## src/rtl/cpu_pkg.sv

```systemverilog
// -----------------------------------------------------------------------------
// cpu_pkg
//   Shared CPU pipeline types and widths. Used by the writeback/register-file
//   slice and by the MEM/WB pipeline register that feeds it.
//   Contents:
//     DATA_W, ADDR_W, CNT_W : default data, register-address and counter widths
//     reg_addr_t            : register address (ADDR_W bits)
//     word_t                : data word (DATA_W bits)
//     wb_bundle_t           : MEM/WB fields consumed by the writeback stage
//     wb_select()           : load/ALU writeback data selection
// -----------------------------------------------------------------------------
package cpu_pkg;

  localparam int DATA_W = 16;
  localparam int ADDR_W = 3;
  localparam int CNT_W  = 16;

  typedef logic [ADDR_W-1:0] reg_addr_t;
  typedef logic [DATA_W-1:0] word_t;

  typedef struct packed {
    word_t     mem_data;
    word_t     alu_result;
    reg_addr_t rdst;
    logic      mem_read;
    logic      wb_en;
  } wb_bundle_t;

  // Loads write back memory data; everything else writes back the ALU result.
  function automatic word_t wb_select(input wb_bundle_t b);
    return b.mem_read ? b.mem_data : b.alu_result;
  endfunction

endpackage

```

## src/rtl/regfile_2r1w.sv

```systemverilog
// -----------------------------------------------------------------------------
// regfile_2r1w
//   2**ADDR_W x DATA_W register array, one synchronous write port and two
//   combinational read ports. No write-to-read bypass: a write becomes visible
//   on the read ports after the clock edge that performs it.
//   Ports:
//     clk        : clock, writes on posedge
//     rst_n      : asynchronous active-low reset, clears every entry
//     i_we       : write enable
//     i_waddr    : write address
//     i_wdata    : write data
//     i_raddr_a  : read port A address
//     i_raddr_b  : read port B address
//     o_rdata_a  : read port A data
//     o_rdata_b  : read port B data
// -----------------------------------------------------------------------------
module regfile_2r1w #(
  parameter int DATA_W = cpu_pkg::DATA_W,
  parameter int ADDR_W = cpu_pkg::ADDR_W
) (
  input  logic              clk,
  input  logic              rst_n,
  input  logic              i_we,
  input  logic [ADDR_W-1:0] i_waddr,
  input  logic [DATA_W-1:0] i_wdata,
  input  logic [ADDR_W-1:0] i_raddr_a,
  input  logic [ADDR_W-1:0] i_raddr_b,
  output logic [DATA_W-1:0] o_rdata_a,
  output logic [DATA_W-1:0] o_rdata_b
);

  localparam int NREG = 1 << ADDR_W;

  logic [DATA_W-1:0] r_mem [NREG];

  // Every entry, R0 included, is an ordinary writable register.
  always_ff @(posedge clk or negedge rst_n) begin
    if (!rst_n) begin
      for (int i = 0; i < NREG; i++) begin
        r_mem[i] <= '0;
      end
    end else if (i_we) begin
      r_mem[i_waddr] <= i_wdata;
    end
  end

  assign o_rdata_a = r_mem[i_raddr_a];
  assign o_rdata_b = r_mem[i_raddr_b];

endmodule

```

## src/rtl/wb_regfile.sv

```systemverilog
// -----------------------------------------------------------------------------
// wb_regfile
//   Writeback stage plus architectural register file. Consumes MEM/WB outputs,
//   selects load data or ALU result, writes the register file, serves two
//   decode read ports, and keeps a one-deep last-write record for the
//   forwarding unit together with a retired-writeback counter.
//   Build option:
//     WB_BYPASS_EN : when defined, a read whose address matches the register
//                    being written this cycle returns the incoming writeback
//                    data (same-cycle write-through). When undefined, reads
//                    return the array only and hazards are covered via fwd_*.
//   Ports:
//     clk, rst_n         : clock (posedge), asynchronous active-low reset
//     wb_mem_data        : load data from MEM/WB
//     wb_alu_result      : ALU result from MEM/WB
//     wb_rdst            : destination register
//     wb_mem_read        : 1 = write load data, 0 = write ALU result
//     wb_en              : writeback enable
//     rd_addr_a/b        : decode read addresses
//     rd_data_a/b        : decode read data (combinational)
//     fwd_valid/addr/data: record of the write performed at the last posedge
//     retire_cnt         : number of completed writebacks (wraps)
// -----------------------------------------------------------------------------
module wb_regfile #(
  parameter int DATA_W = cpu_pkg::DATA_W,
  parameter int ADDR_W = cpu_pkg::ADDR_W,
  parameter int CNT_W  = cpu_pkg::CNT_W
) (
  input  logic              clk,
  input  logic              rst_n,
  input  logic [DATA_W-1:0] wb_mem_data,
  input  logic [DATA_W-1:0] wb_alu_result,
  input  logic [ADDR_W-1:0] wb_rdst,
  input  logic              wb_mem_read,
  input  logic              wb_en,
  input  logic [ADDR_W-1:0] rd_addr_a,
  input  logic [ADDR_W-1:0] rd_addr_b,
  output logic [DATA_W-1:0] rd_data_a,
  output logic [DATA_W-1:0] rd_data_b,
  output logic              fwd_valid,
  output logic [ADDR_W-1:0] fwd_addr,
  output logic [DATA_W-1:0] fwd_data,
  output logic [CNT_W-1:0]  retire_cnt
);

  logic [DATA_W-1:0] w_wb_data;
  logic [DATA_W-1:0] w_arr_a;
  logic [DATA_W-1:0] w_arr_b;

  logic              r_fwd_valid;
  logic [ADDR_W-1:0] r_fwd_addr;
  logic [DATA_W-1:0] r_fwd_data;
  logic [CNT_W-1:0]  r_retire_cnt;

  assign w_wb_data = wb_mem_read ? wb_mem_data : wb_alu_result;

  regfile_2r1w #(
    .DATA_W (DATA_W),
    .ADDR_W (ADDR_W)
  ) u_rf (
    .clk       (clk),
    .rst_n     (rst_n),
    .i_we      (wb_en),
    .i_waddr   (wb_rdst),
    .i_wdata   (w_wb_data),
    .i_raddr_a (rd_addr_a),
    .i_raddr_b (rd_addr_b),
    .o_rdata_a (w_arr_a),
    .o_rdata_b (w_arr_b)
  );

`ifdef WB_BYPASS_EN
  // Write-through is suppressed while reset is held: a write presented during
  // reset never lands, so it must not be visible on the read ports either.
  logic w_byp_a;
  logic w_byp_b;
  assign w_byp_a   = rst_n && wb_en && (rd_addr_a == wb_rdst);
  assign w_byp_b   = rst_n && wb_en && (rd_addr_b == wb_rdst);
  assign rd_data_a = w_byp_a ? w_wb_data : w_arr_a;
  assign rd_data_b = w_byp_b ? w_wb_data : w_arr_b;
`else
  assign rd_data_a = w_arr_a;
  assign rd_data_b = w_arr_b;
`endif

  // Last-write record: valid tracks wb_en every cycle, while address and data
  // hold the most recent real write so the forwarding unit can still see them.
  always_ff @(posedge clk or negedge rst_n) begin
    if (!rst_n) begin
      r_fwd_valid <= 1'b0;
      r_fwd_addr  <= '0;
      r_fwd_data  <= '0;
    end else begin
      r_fwd_valid <= wb_en;
      if (wb_en) begin
        r_fwd_addr <= wb_rdst;
        r_fwd_data <= w_wb_data;
      end
    end
  end

  // Free-running modulo counter of completed writebacks.
  always_ff @(posedge clk or negedge rst_n) begin
    if (!rst_n) begin
      r_retire_cnt <= '0;
    end else if (wb_en) begin
      r_retire_cnt <= r_retire_cnt + {{(CNT_W-1){1'b0}}, 1'b1};
    end
  end

  assign fwd_valid  = r_fwd_valid;
  assign fwd_addr   = r_fwd_addr;
  assign fwd_data   = r_fwd_data;
  assign retire_cnt = r_retire_cnt;

endmodule

```

## config.mk

```make
export PLATFORM = sky130hd
export DESIGN_NAME = wb_regfile
export DESIGN_NICKNAME = d
export VERILOG_FILES = /design/src/rtl/cpu_pkg.sv /design/src/rtl/regfile_2r1w.sv /design/src/rtl/wb_regfile.sv
export SDC_FILE = /design/constraint.sdc
export NUM_CORES = 1
export LEC_CHECK = 0
export ABC_AREA = 1
export BUFFER_PORTS_ARGS = -buffer_cell sky130_fd_sc_hd__buf_2
export CORE_MARGIN = 2
export CORE_UTILIZATION = 43
export DETAILED_ROUTE_END_ITERATION = 10
export SLEW_MARGIN = 0
export SYNTH_ARGS = -nofsm -noshare
export SYNTH_HDL_FRONTEND = slang
export SYNTH_HIERARCHICAL = 1
export SYNTH_SLANG_ARGS = --single-unit
```

## constraint.sdc

```tcl
create_clock -name clk -period 3.4 [get_ports clk]
set_clock_uncertainty 0.1 [all_clocks]
set_input_delay 0.17 -clock clk [delete_from_list [all_inputs] [get_ports clk]]
set_output_delay 0.17 -clock clk [all_outputs]
set_load 0.02 [all_outputs]
```

* After elaboration in Yosys (flattened, before gate mapping)
Cells that the tools add are included.
** Cells by class
- $add $sub $neg :: 1
- Magnitude comparators :: 4
- Mux-type cells :: 10
- Bitwise logic cells :: 3
- Reduce and logical (&&, ||, !) cells :: 1
** Operator list (count)
- $bwmux 128 :: 1
- $bmux 16 s3 :: 2
- $mux 16 :: 6
- $demux 16 s3 :: 1
- $add 16x1->16 const B :: 1
- $ge 4x4->1 const B :: 3
- $not 3->4 :: 3
- $lt 4x1->1 const B :: 1
- $logic_and 1x1->1 :: 1
** Storage, ports and cells
- Flip-flop bits (word level) :: 164
- Bits of input ports :: 45
- Output and inout port bits :: 68

* Longest topological paths before layout
Gate-level depths: netlist of run 1.
- Word-level depth :: 6
- Depth in mapped cells :: 7
- Mapped depth without buffers :: 7

* By module
The synthesis of run 1 kept the hierarchy.
** Modules (own cells, without submodules)
- regfile_2r1w :: times used 1, cells an instance 1165, area each 7492.2 sq um
- wb_regfile :: times used 1, cells an instance 220, area each 1948.1 sq um

* Worst setup path before layout of run 1
Ideal clock, no wire load.
- Path type :: reg-to-reg
- From :: register r_retire_cnt[0], in the netlist retire_cnt[0]
- To :: register r_retire_cnt[8], in the netlist retire_cnt[8]
- Setup time :: 0.132 ns
- Arrival :: 1.232 ns
- Setup slack :: 1.936 ns
- Cell stages (with the launch flop) :: 6
- Buffers on the path :: 0
- Period minus slack after synthesis :: 1.464 ns
- Cells stage by stage :: dfrtp_1 -> ha_1 -> nand4_2 -> nor2_4 -> nand2_1 -> xnor2_1
** Between the ends
- Longest elaborated chain between the ends :: 1
** Ends and longest elaborated chain
- start: declaration :: line wb_regfile.sv:53 : logic [CNT_W-1:0] r_retire_cnt;
- start signal: assignment :: line wb_regfile.sv:107 : r_retire_cnt <= r_retire_cnt + {{(CNT_W-1){1'b0}}, 1'b1};
- $add 16x1->16 :: line wb_regfile.sv:107
No other way between the ends.
A chain may end at the register's enable or synchronous reset.

* Worst setup path in the final report of run 1
- From :: input rd_addr_b[0]
- To :: output rd_data_b[1]
** Between the ends
- Longest elaborated chain between the ends :: 4
** Ends and longest elaborated chain
- start: declaration :: line wb_regfile.sv:37 : input logic [ADDR_W-1:0] rd_addr_b,
- $not 3->4 (implied by the code) :: line regfile_2r1w.sv:48 : assign o_rdata_b = r_mem[i_raddr_b];
- $bmux 16 s3 :: line regfile_2r1w.sv:48
- $mux 16 (implied by the code) (2 in series) :: line regfile_2r1w.sv:48
- end: declaration :: line wb_regfile.sv:39 : output logic [DATA_W-1:0] rd_data_b,
No other way between the ends. The select of a mux whose other input is x is not followed.

==> impl_results.md, run 1 <==
- Status: finished, final reports clean
- Total grt overflow: 0
- Crit Path Category: in -> out
- Largest net degree at the start of global routing: 81
- Number of global-route vias before repair: 8565
- Clock root cell: clkbuf_16
- Core Region: 0.02169 mm²
- Min Clock Period, post-route: 2.035 ns
- Tightest Hold Check Type: in -> reg
- Layout area overhead: 15.03%
- Final period utilization: 59.86%
- DR iter-0 viols: 596
- CTS max path bufs: 2
- RSZ-0062 raised after global routing: false
- CP Launch Type: primary input
- CTS sink count: 164
- Metal1 wirelength: 13.26 mm
- Initial Utilization: 43.53%
- TNS Setup: 0 ns
- Yosys Warn Count: 6
- PortBufs: 112
- Max VDD drop: 357.1 µV
- DR vias/cell: 5.023
- Hold Vio Cnt, Final: 0
- Routed WL per cell: 15.91 µm
- Boundary Pins: 113
- Relative slew slack: 34.47%
- Htree depth: 4
- Reg clk slew, reported paths: 0.07 ns
- CP arrival: 1.77 ns
- Max-cap violations: 0
- Peak Freq: 0.4914 GHz
- Fin area: 0.01086 mm²
- Post-DP Area: 0.01015 mm²
- Initial antenna violation count: 0
- Register-to-register path setup slack: 1.95 ns
- Total power: 0.006108 W
- Die Y: 152.2 µm
- Hold path depth: 4
- WHS: 0.01040 ns
- Met2 WL: 12.53 mm
- Cells on worst reg2reg path: 6
- Post-layout util: 50.07%
- Pwr per Cell Area: 562.5 mW/mm²
- Post-cts resize count: 0
- Worst setup path endpoint: rd_data_b[1]
- Reg-to-Reg Start: retire_cnt[0]
- Die area: 0.02316 mm²
- Post-Route WL: 28.13 mm
- Seq cells post-synth: 164
- Cell accounting for the most synthesized area: dfrtp_1
- Top post-synthesis cells by area: dfrtp_1 43%, nand2_1 26%, nand3_1 7.2%
- WL met3: 1.751 mm
- Required @ worst endpoint: 3.13 ns
- Worst setup EP type: output port
- Total GRT Usage: 24.58%
- Core Rows: 54
- DR pass1 iterations: 5
- Drc violations: 0
- CP startpoint: rd_addr_b[0]
- Netlist Area Pre-Place: 0.009440 mm²
- Tightest Pin Transition: 0.9815 ns
- Top layer in use: met4
- Post-synth top area share: 43.47%
- First-pass GRT wire length: 45.89 mm
- Synthesized area per cell: 6.816 µm²
- Total CTS buffers: 17
- DRT antenna net count: 0
- CTS tree: done
- Synth unique cells: 30
- Final Slew Violations: 0
- Setup violators final: 0
- Post-synthesis sequential area ratio: 43.47%
- Routability congestion estimate: 0.8209
- Lkg Pwr: 6.152 nW
- Crit-path max FO: 49
- Nets: 1523
- R2r endpoint: retire_cnt[14]
- Diode count: 0
- Worst-skew pair later-pin latency: 0.42 ns
- Die X: 152.2 µm
- Synth Net Count: 1431
- Mapped Cells: 1385
- DPL Wire Length: 18.28 mm
- Via Count: 8880
- Share of cells above drive strength 1: 13.64%
==> layer usage <==
| layer | track usage, % | up-vias |
|---|---|---|
| li1 | - | 4426 |
| met4 | 7.210 | 0 |
| met1 | 34.94 | 4085 |
| met3 | 4.380 | 43 |
| met2 | 38.65 | 326 |
| met5 | 0 | - |
==> cells in the final DEF, fill, tap and decap left out <==
cell type | Yosys | final
inv_2 | 4 | 4
o21ai_0 | 128 | 128
inv_1 | 172 | 172
nor3_4 | 2 | 2
buf_2 | 46 | 111
nand3_1 | 135 | 135
buf_4 | 2 | 24
clkbuf_8 | 0 | 1
o21ai_1 | 1 | 1
inv_4 | 1 | 1
dfrtp_1 | 164 | 164
nor3_1 | 1 | 1
clkinvlp_4 | 0 | 3
nor2_4 | 4 | 4
bufinv_16 | 0 | 2
xor2_1 | 4 | 4
xnor2_1 | 3 | 3
dlygate4sd3_1 | 0 | 14
clkbuf_16 | 0 | 17
mux2_4 | 10 | 10
mux2_2 | 6 | 6
nand2_1 | 643 | 643
nand2_4 | 1 | 1
clkinv_4 | 0 | 2
nand3_2 | 2 | 2
clkinv_2 | 0 | 3
inv_6 | 0 | 2
nor2_2 | 4 | 4
buf_6 | 2 | 1
nand4_2 | 1 | 1
nor2_1 | 12 | 12
nand2_2 | 2 | 2
nand4_1 | 7 | 7
ha_1 | 1 | 1
==> kinds of logic (layout without fill, tap and decap cells) <==
kind of cell,Yosys count,in the layout,share of synthesized area [%]
adders and majority gates,1,1,0.1325
AOI/OAI and AO/OA,129,129,6.839
buffers and inverters,254,357,11.20
and+or+nand+nor,814,814,35.40
DFF,164,164,43.47
muxes,16,16,2.306
xor gates and xnor gates,7,7,0.6494
==> critical path, stage by stage <==
cell and delay [ns]:
buf_2 0.11, inv_2 0.70, buf_4 0.31, nand2_1 0.06
nand3_1 0.06, nand2_1 0.07, nand2_1 0.07, nand2_1 0.06
buf_2 0.15
==> Yosys cell counts, drive strengths merged <==
cell / count
xor2: 4
nor2: 20
nand4: 8
o21ai: 129
nor3: 3
clkbuf: 24
buf: 53
inv: 177
mux2: 16
nand2: 646
dfrtp: 164
xnor2: 3
ha: 1
nand3: 137
==> area by class of cell <==
| cell class | count | area [µm²] |
|---|---|---|
| timing repair buffer | 150 | 887.1 |
| inverter | 177 | 666.9 |
| multi-input combinational | 967 | 4279 |
| clock buffer | 18 | 439.2 |
| tap | 280 | 350.3 |
| clock inverter | 12 | 132.6 |
| sequential | 164 | 4104 |
| fill | 2188 | 10830 |
==> flip-flops by register name, summed over array words and instances, names as in the netlist <==
register    cells
fwd_addr        3
fwd_valid       1
fwd_data       16
retire_cnt     16
u_rf/r_mem    128
==> report_power, final <==
| part | leakage, nW | switching (W) | internal, W |
|---|---|---|---|
| logic | 3.84 | 0.00109 | 0.000550 |
| registers | 2.04 | 0.000225 | 0.00232 |
| clock network | 0.274 | 0.000821 | 0.00110 |
==> how the worst min path moves through the flow <==
stage,from,to,slack (ns)
after floorplan,rst_n,fwd_addr[0],-0.23
after global placement,rst_n,retire_cnt[8],0.17
after detailed placement,rst_n,retire_cnt[8],0.18
after CTS,wb_alu_result[10],fwd_data[10],0.0006
after global routing,wb_alu_result[11],fwd_data[11],0.01
final,wb_mem_data[11],fwd_data[11],0.01
==> repair_timing <==
item / 4_1_cts / 5_1_grt
endpoints found under the hold margin: 85 / 0
hold buffers: 14 / 0
buffers inserted: 0 / 0
==> stage by stage <==
step	worst slack, ns	std cells
after floorplan	1.936	1385
after global placement	1.387	1724
after detailed placement	1.392	1724
after CTS	1.388	1768
after global routing	1.247	1768
final	1.365	1768
No activity file was read; power rests on OpenSTA's default activity.
==> run 2: changes to the inputs <==
Clock period 3.4 ns to 2 ns, I/O delays scaled along.
==> impl_results.md, run 2 (synthesized netlist as in run 1, its figures left out) <==
- Hold_sp: wb_mem_data[0] (was wb_mem_data[11])
- Status: finished, final reports clean (unchanged)
- Min Clock Period, post-route: 1.692 ns
- Lkg Pwr: 6.352 nW (was 6.152 nW)
- Number of global-route vias before repair: 8471 (was 8565)
- Pwr per Cell Area: 948.6 mW/mm² (was 562.5 mW/mm²)
- Initial Utilization: 43.53% (unchanged)
- Share of cells above drive strength 1: 13.54% (was 13.64%)
- Fin area: 0.01133 mm² (was 0.01086 mm²)
- Routed WL per cell: 16.01 µm (was 15.91 µm)
- Tightest Pin Transition: 0.8692 ns (was 0.9815 ns)
- Htree depth: 4 (unchanged)
- Largest net degree at the start of global routing: 65 (was 81)
- Hold Vio Cnt, Final: 0 (unchanged)
- Core Region: 0.02169 mm² (unchanged)
- Peak Freq: 0.5910 GHz
- Boundary Pins: 113 (unchanged)
- Total CTS buffers: 17 (unchanged)
- Via Count: 9079 (was 8880)
- Post-CTS setup buffer count: 0 (unchanged)
- Core Rows: 54 (unchanged)
- Reg clk slew, reported paths: 0.06 ns (was 0.07 ns)
- Endpoint, Worst Hold: u_rf/r_mem[0] (was fwd_data[11])
- Register-to-register path setup slack: 0.56 ns (was 1.95 ns)
- DPL Wire Length: 17.35 mm (was 18.28 mm)
- Final Slew Violations: 0 (unchanged)
- Leading cell types in the layout, fill and taps excluded: 643 x nand2_1, 172 x inv_1, 164 x dfrtp_1 (unchanged)
- First-pass GRT wire length: 46.51 mm (was 45.89 mm)
- Max VDD drop: 560.1 µV (was 357.1 µV)
- Post-Route WL: 28.84 mm (was 28.13 mm)
- Crit Path Category: in -> reg (was in -> out)
- Worst-skew pair later-pin latency: 0.43 ns (was 0.42 ns)
- Diode count: 0 (unchanged)
- Post-cts resize count: 0 (unchanged)
- CP startpoint: wb_alu_result[12] (was rd_addr_b[0])
- CTS sink count: 164 (unchanged)
- Die area: 0.02316 mm² (unchanged)
- Total GRT Usage: 25.27% (was 24.58%)
- Largest register FFs: 128 (unchanged)
- Hold path depth: 4 (unchanged)
- Reg-to-Reg Start: retire_cnt[0] (unchanged)
- Required @ worst endpoint: 2.19 ns (was 3.13 ns)
- CP arrival: 1.89 ns (was 1.77 ns)
- CTS tree: done (unchanged)
- CTS max path bufs: 2 (unchanged)
- DR vias/cell: 5.041 (was 5.023)
- Drc violations: 0 (unchanged)
- Layout area overhead: 20.05% (was 15.03%)
- Commonest non-fill, non-tap cell in the layout: nand2_1 (unchanged)
- Total grt overflow: 0 (unchanged)
- Initial antenna violation count: 1 (was 0)
- Worst setup EP type: flip-flop (was output port)
- DR iter-0 viols: 821 (was 596)
- Cells on worst reg2reg path: 6 (unchanged)
- Die X: 152.2 µm (unchanged)
- DR pass1 iterations: 6 (was 5)
- Setup violators final: 0 (unchanged)
- CP Launch Type: primary input (unchanged)
- DRT antenna net count: 0 (unchanged)
- Die Y: 152.2 µm (unchanged)
- Clock root cell: clkbuf_16 (unchanged)
- Post-DP Area: 0.01029 mm² (was 0.01015 mm²)
- Nets: 1555 (was 1523)
- TNS Setup: 0 ns (unchanged)
- Tightest Hold Check Type: in -> reg (unchanged)
- Max-cap violations: 0 (unchanged)
- R2r endpoint: retire_cnt[14] (unchanged)
- Largest reg by FF count: u_rf/r_mem (unchanged)
- Crit-path max FO: 2 (was 49)
- RSZ-0062 raised after global routing: false (unchanged)
- Final period utilization: 84.61%
- Routability congestion estimate: 0.8338 (was 0.8209)
- PortBufs: 112 (unchanged)
- Relative slew slack: 41.86% (was 34.47%)
-- run 2: power breakdown --
part / internal, W / switching, W / leakage [nW]
clock: 0.00213 / 0.00140 / 0.301
sequential: 0.00395 / 0.000389 / 2.04
combinational: 0.00101 / 0.00188 / 4.01
total: 0.00709 / 0.00366 / 6.35
-- run 2: what timing repair did --
action / in CTS / in global routing
endpoints found under the setup margin: 0 / 0
hold buffers: 42 / 0
endpoints found under the hold margin: 199 / 0
-- run 2: routing by layer --
layer	up-vias	part of all wire (%)	track usage, %
li1	4483	-	-
met1	4215	48	38.09
met2	351	44	39.10
met3	30	6.6	2.873
met4	0	1.4	6.186
met5	-	0	0
-- run 2: worst max path at each step --
stage,end,slack (ns),depth (start not counted)
floorplan,retire_cnt[8],0.54,5
global route,u_rf/r_mem[31],0.23,3
finish,u_rf/r_mem[12],0.31,6
CTS,u_rf/r_mem[31],0.33,3
global placement,rd_data_a[4],0.50,9
detailed placement,rd_data_a[4],0.51,9
-- run 2: metrics by stage --
stage               hold WS, ns  power [W]  setup WS [ns]  util, %  cells
floorplan               -0.2956   0.006267         0.5364        -   1385
global placement        -0.1220   0.007108         0.5020    47.44   1728
CTS                     0.01274    0.01079         0.3293    52.26   1801
finish                  0.04197    0.01075         0.3079    52.26   1801
global route            0.04057    0.01142         0.2263    52.26   1801
detailed placement      -0.1267   0.007158         0.5142    47.44   1728
-- run 2: worst max-delay path, stage by stage --
cell and delay (ns):
dlygate4sd3_1 0.53, buf_2 0.12, mux2_4 0.30, dlygate4sd3_1 0.67
nand2_1 0.10, o21ai_0 0.07
-- run 2: area by class of cell --
| type | instances | area [µm²] |
|---|---|---|
| Sequential cell | 164 | 4104 |
| Inverter | 177 | 666.9 |
| Multi-Input combinational cell | 967 | 4279 |
| Clock buffer | 20 | 446.7 |
| Timing Repair Buffer | 182 | 1310 |
| Tap cell | 280 | 350.3 |
| Fill cell | 2150 | 10350 |
| Clock inverter | 11 | 176.4 |
==> run 3: changes to the inputs <==
Clock period 2 ns to 1.47 ns, I/O delays scaled along.
==> impl_results.md, run 3 (synthesized netlist as in run 1, its figures left out) <==
- Peak Freq: 0.6520 GHz
- Status: complete, but fails checks (was finished, final reports clean)
- Reg area: 0.004104 mm² (unchanged)
- Core Rows: 54 (unchanged)
- Total CTS buffers: 17 (unchanged)
- Commonest non-fill, non-tap cell in the layout: nand2_1 (unchanged)
- Tightest Hold Check Type: in -> async (was in -> reg)
- Setup violators final: 32 (was 0)
- Switching Fraction: 33.92% (was 34.09%)
- Post-Route WL: 29.30 mm (was 28.84 mm)
- Post-layout util: 57.22% (was 52.26%)
- DR vias/cell: 5.024 (was 5.041)
- Core Region: 0.02169 mm² (unchanged)
- Tightest Pin Transition: 0.3880 ns (was 0.8692 ns)
- CP arrival: 1.36 ns (was 1.89 ns)
- Setup WS post-layout: -0.06385 ns (was 0.3079 ns)
- Worst setup EP type: output port (was flip-flop)
- Die X: 152.2 µm (unchanged)
- Relative slew slack: 74.14% (was 41.86%)
- Routability congestion estimate: 0.8080 (was 0.8338)
- Filler Cells Inserted: 2041 (was 2150)
- Crit-path max FO: 2 (unchanged)
- Seq pwr share: 38.9% (was 40.3%)
- Die Y: 152.2 µm (unchanged)
- Reg clk slew, reported paths: 0.07 ns (was 0.06 ns)
- Max VDD drop: 1008 µV (was 560.1 µV)
- Htree depth: 4 (unchanged)
- Via Count: 9425 (was 9079)
- Largest net degree at the start of global routing: 65 (unchanged)
- Crit Path Category: reg -> out (was in -> reg)
- CTS sink count: 164 (unchanged)
- Layout area overhead: 31.47% (was 20.05%)
- Switching power: 0.005176 W (was 0.003665 W)
- Largest reg by FF count: u_rf/r_mem (unchanged)
- Die area: 0.02316 mm² (unchanged)
- Drc violations: 0 (unchanged)
- Clock root cell: clkbuf_16 (unchanged)
- Gate power share: 32.0% (was 26.9%)
- Final Slew Violations: 0 (unchanged)
- DR pass1 iterations: 5 (was 6)
- Lkg Pwr: 6.791 nW (was 6.352 nW)
- Non-filler instance count after layout: 1876 (was 1801)
- TNS Setup: -1.255 ns (was 0 ns)
- Final period utilization: 104.3%
- Worst slack, placed: 0.1430 ns (was 0.5142 ns)
- First-pass GRT wire length: 46.63 mm (was 46.51 mm)
- Cells on worst reg2reg path: 5 (was 6)
- CTS tree: done (unchanged)
- DRT antenna net count: 0 (unchanged)
- Total grt overflow: 0 (unchanged)
- CTS max path bufs: 2 (unchanged)
- CP Launch Type: flip-flop (was primary input)
- Nets: 1629 (was 1555)
- Leading cell types in the layout, fill and taps excluded: 593 x nand2_1, 164 x dfrtp_1, 128 x o21ai_0 (was 643 x nand2_1, 172 x inv_1, 164 x dfrtp_1)
- Clock power frac: 29.1% (was 32.8%)
- RSZ-0062 raised after global routing: true (was false)
- Pwr per Cell Area: 1230 mW/mm² (was 948.6 mW/mm²)
- Number of global-route vias before repair: 8760 (was 8471)
- Routed WL per cell: 15.62 µm (was 16.01 µm)
- Inst Count DP: 1740 (was 1728)
- Boundary Pins: 113 (unchanged)
- Initial antenna violation count: 0 (was 1)
- Hold Vio Cnt, Final: 0 (unchanged)
- Failing checks: setup timing
- Diode count: 0 (unchanged)
- Int Pwr: 0.01008 W (was 0.007086 W)
- Initial Utilization: 43.53% (unchanged)
- Required @ worst endpoint: 1.30 ns (was 2.19 ns)
- Min Clock Period, post-route: 1.534 ns
- PortBufs: 112 (unchanged)
- DR iter-0 viols: 754 (was 821)
- DPL Wire Length: 17.84 mm (was 17.35 mm)
- Multi-input gate area: 0.004516 mm² (was 0.004279 mm²)
- Share of cells above drive strength 1: 26.44% (was 13.54%)
- Largest register FFs: 128 (unchanged)
- Worst-skew pair later-pin latency: 0.43 ns (about the same)
- Total GRT Usage: 25.09% (was 25.27%)
- Max-cap violations: 0 (unchanged)
==> run 3: cell count changes in the layout (fill, tap and decap cells not counted), sizes merged <==
cell	previous run	this run
buf	140	215
bufinv	4	2
clkbuf	20	24
clkinv	4	2
clkinvlp	1	4
dlygate4sd3	42	41
inv	179	177
==> run 3: through the flow <==
step / hold slack [ns] / power, W / instance area (µm²)
floorplan: -0.3221 / 0.008527 / 9440
global placement: -0.1031 / 0.009750 / 10510
detailed placement: -0.09527 / 0.009837 / 10510
CTS: 0.007888 / 0.01488 / 11930
global route: 0.03108 / 0.01620 / 12410
finish: 0.006864 / 0.01526 / 12410
==> run 3: what timing repair did <==
action,CTS,global route
setup buffers,23,40
gates cloned,0,0
hold buffers,41,9
hold endpoints to repair,199,17
resized for setup,117,95
setup endpoints to repair,32,59
pin swaps,61,58
==> run 3: layout make-up <==
cell class	instances	share of cell area (%)
clock inverters	8	0.8065
clock buffers	24	3.881
multi-input cells	967	36.38
well taps	280	2.823
flip-flops and latches	164	33.07
inverters	177	5.374
repair buffers	256	17.66
==> run 3: final timing paths <==
path / start / to / slack [ns]
setup / recovery: u_rf/r_mem[69] / rd_data_a[5] / -0.06
hold / removal: rst_n / retire_cnt[8] / 0.007
setup reg to reg: retire_cnt[0] / retire_cnt[8] / 0.16
hold reg to reg: fwd_addr[1] / fwd_addr[1] / 0.36
max in group asynchronous: rst_n / u_rf/r_mem[92] / 0.68
min in group clk: wb_alu_result[3] / fwd_data[3] / 0.03
==> run 3: power by group through the flow <==
| stage | sequential, W | clock (W) | combinational [W] |
|---|---|---|---|
| after floorplan | 0.00603 | 0 | 0.00249 |
| after global placement | 0.00590 | 0 | 0.00385 |
| after detailed placement | 0.00592 | 0 | 0.00391 |
| after CTS | 0.00588 | 0.00453 | 0.00447 |
| after global routing | 0.00603 | 0.00473 | 0.00545 |
| final | 0.00593 | 0.00445 | 0.00488 |
==> run 3: critical path, cell delays in order (launching register included) <==
cell and delay [ns]:
dfrtp_1 0.39, inv_2 0.07, nand2_1 0.04, nand3_1 0.07
nand2_1 0.06, nand2_1 0.08, nand2_1 0.07, buf_6 0.13
==> run 3: per-layer routing <==
metal / routed length, µm / GRT usage, % / up-vias
met4: 456 / 6.409 / 0
met2: 13660 / 40.13 / 310
li1: - / - / 4635
met5: 0 / 0 / -
met3: 1771 / 3.214 / 36
met1: 13410 / 36.32 / 4444
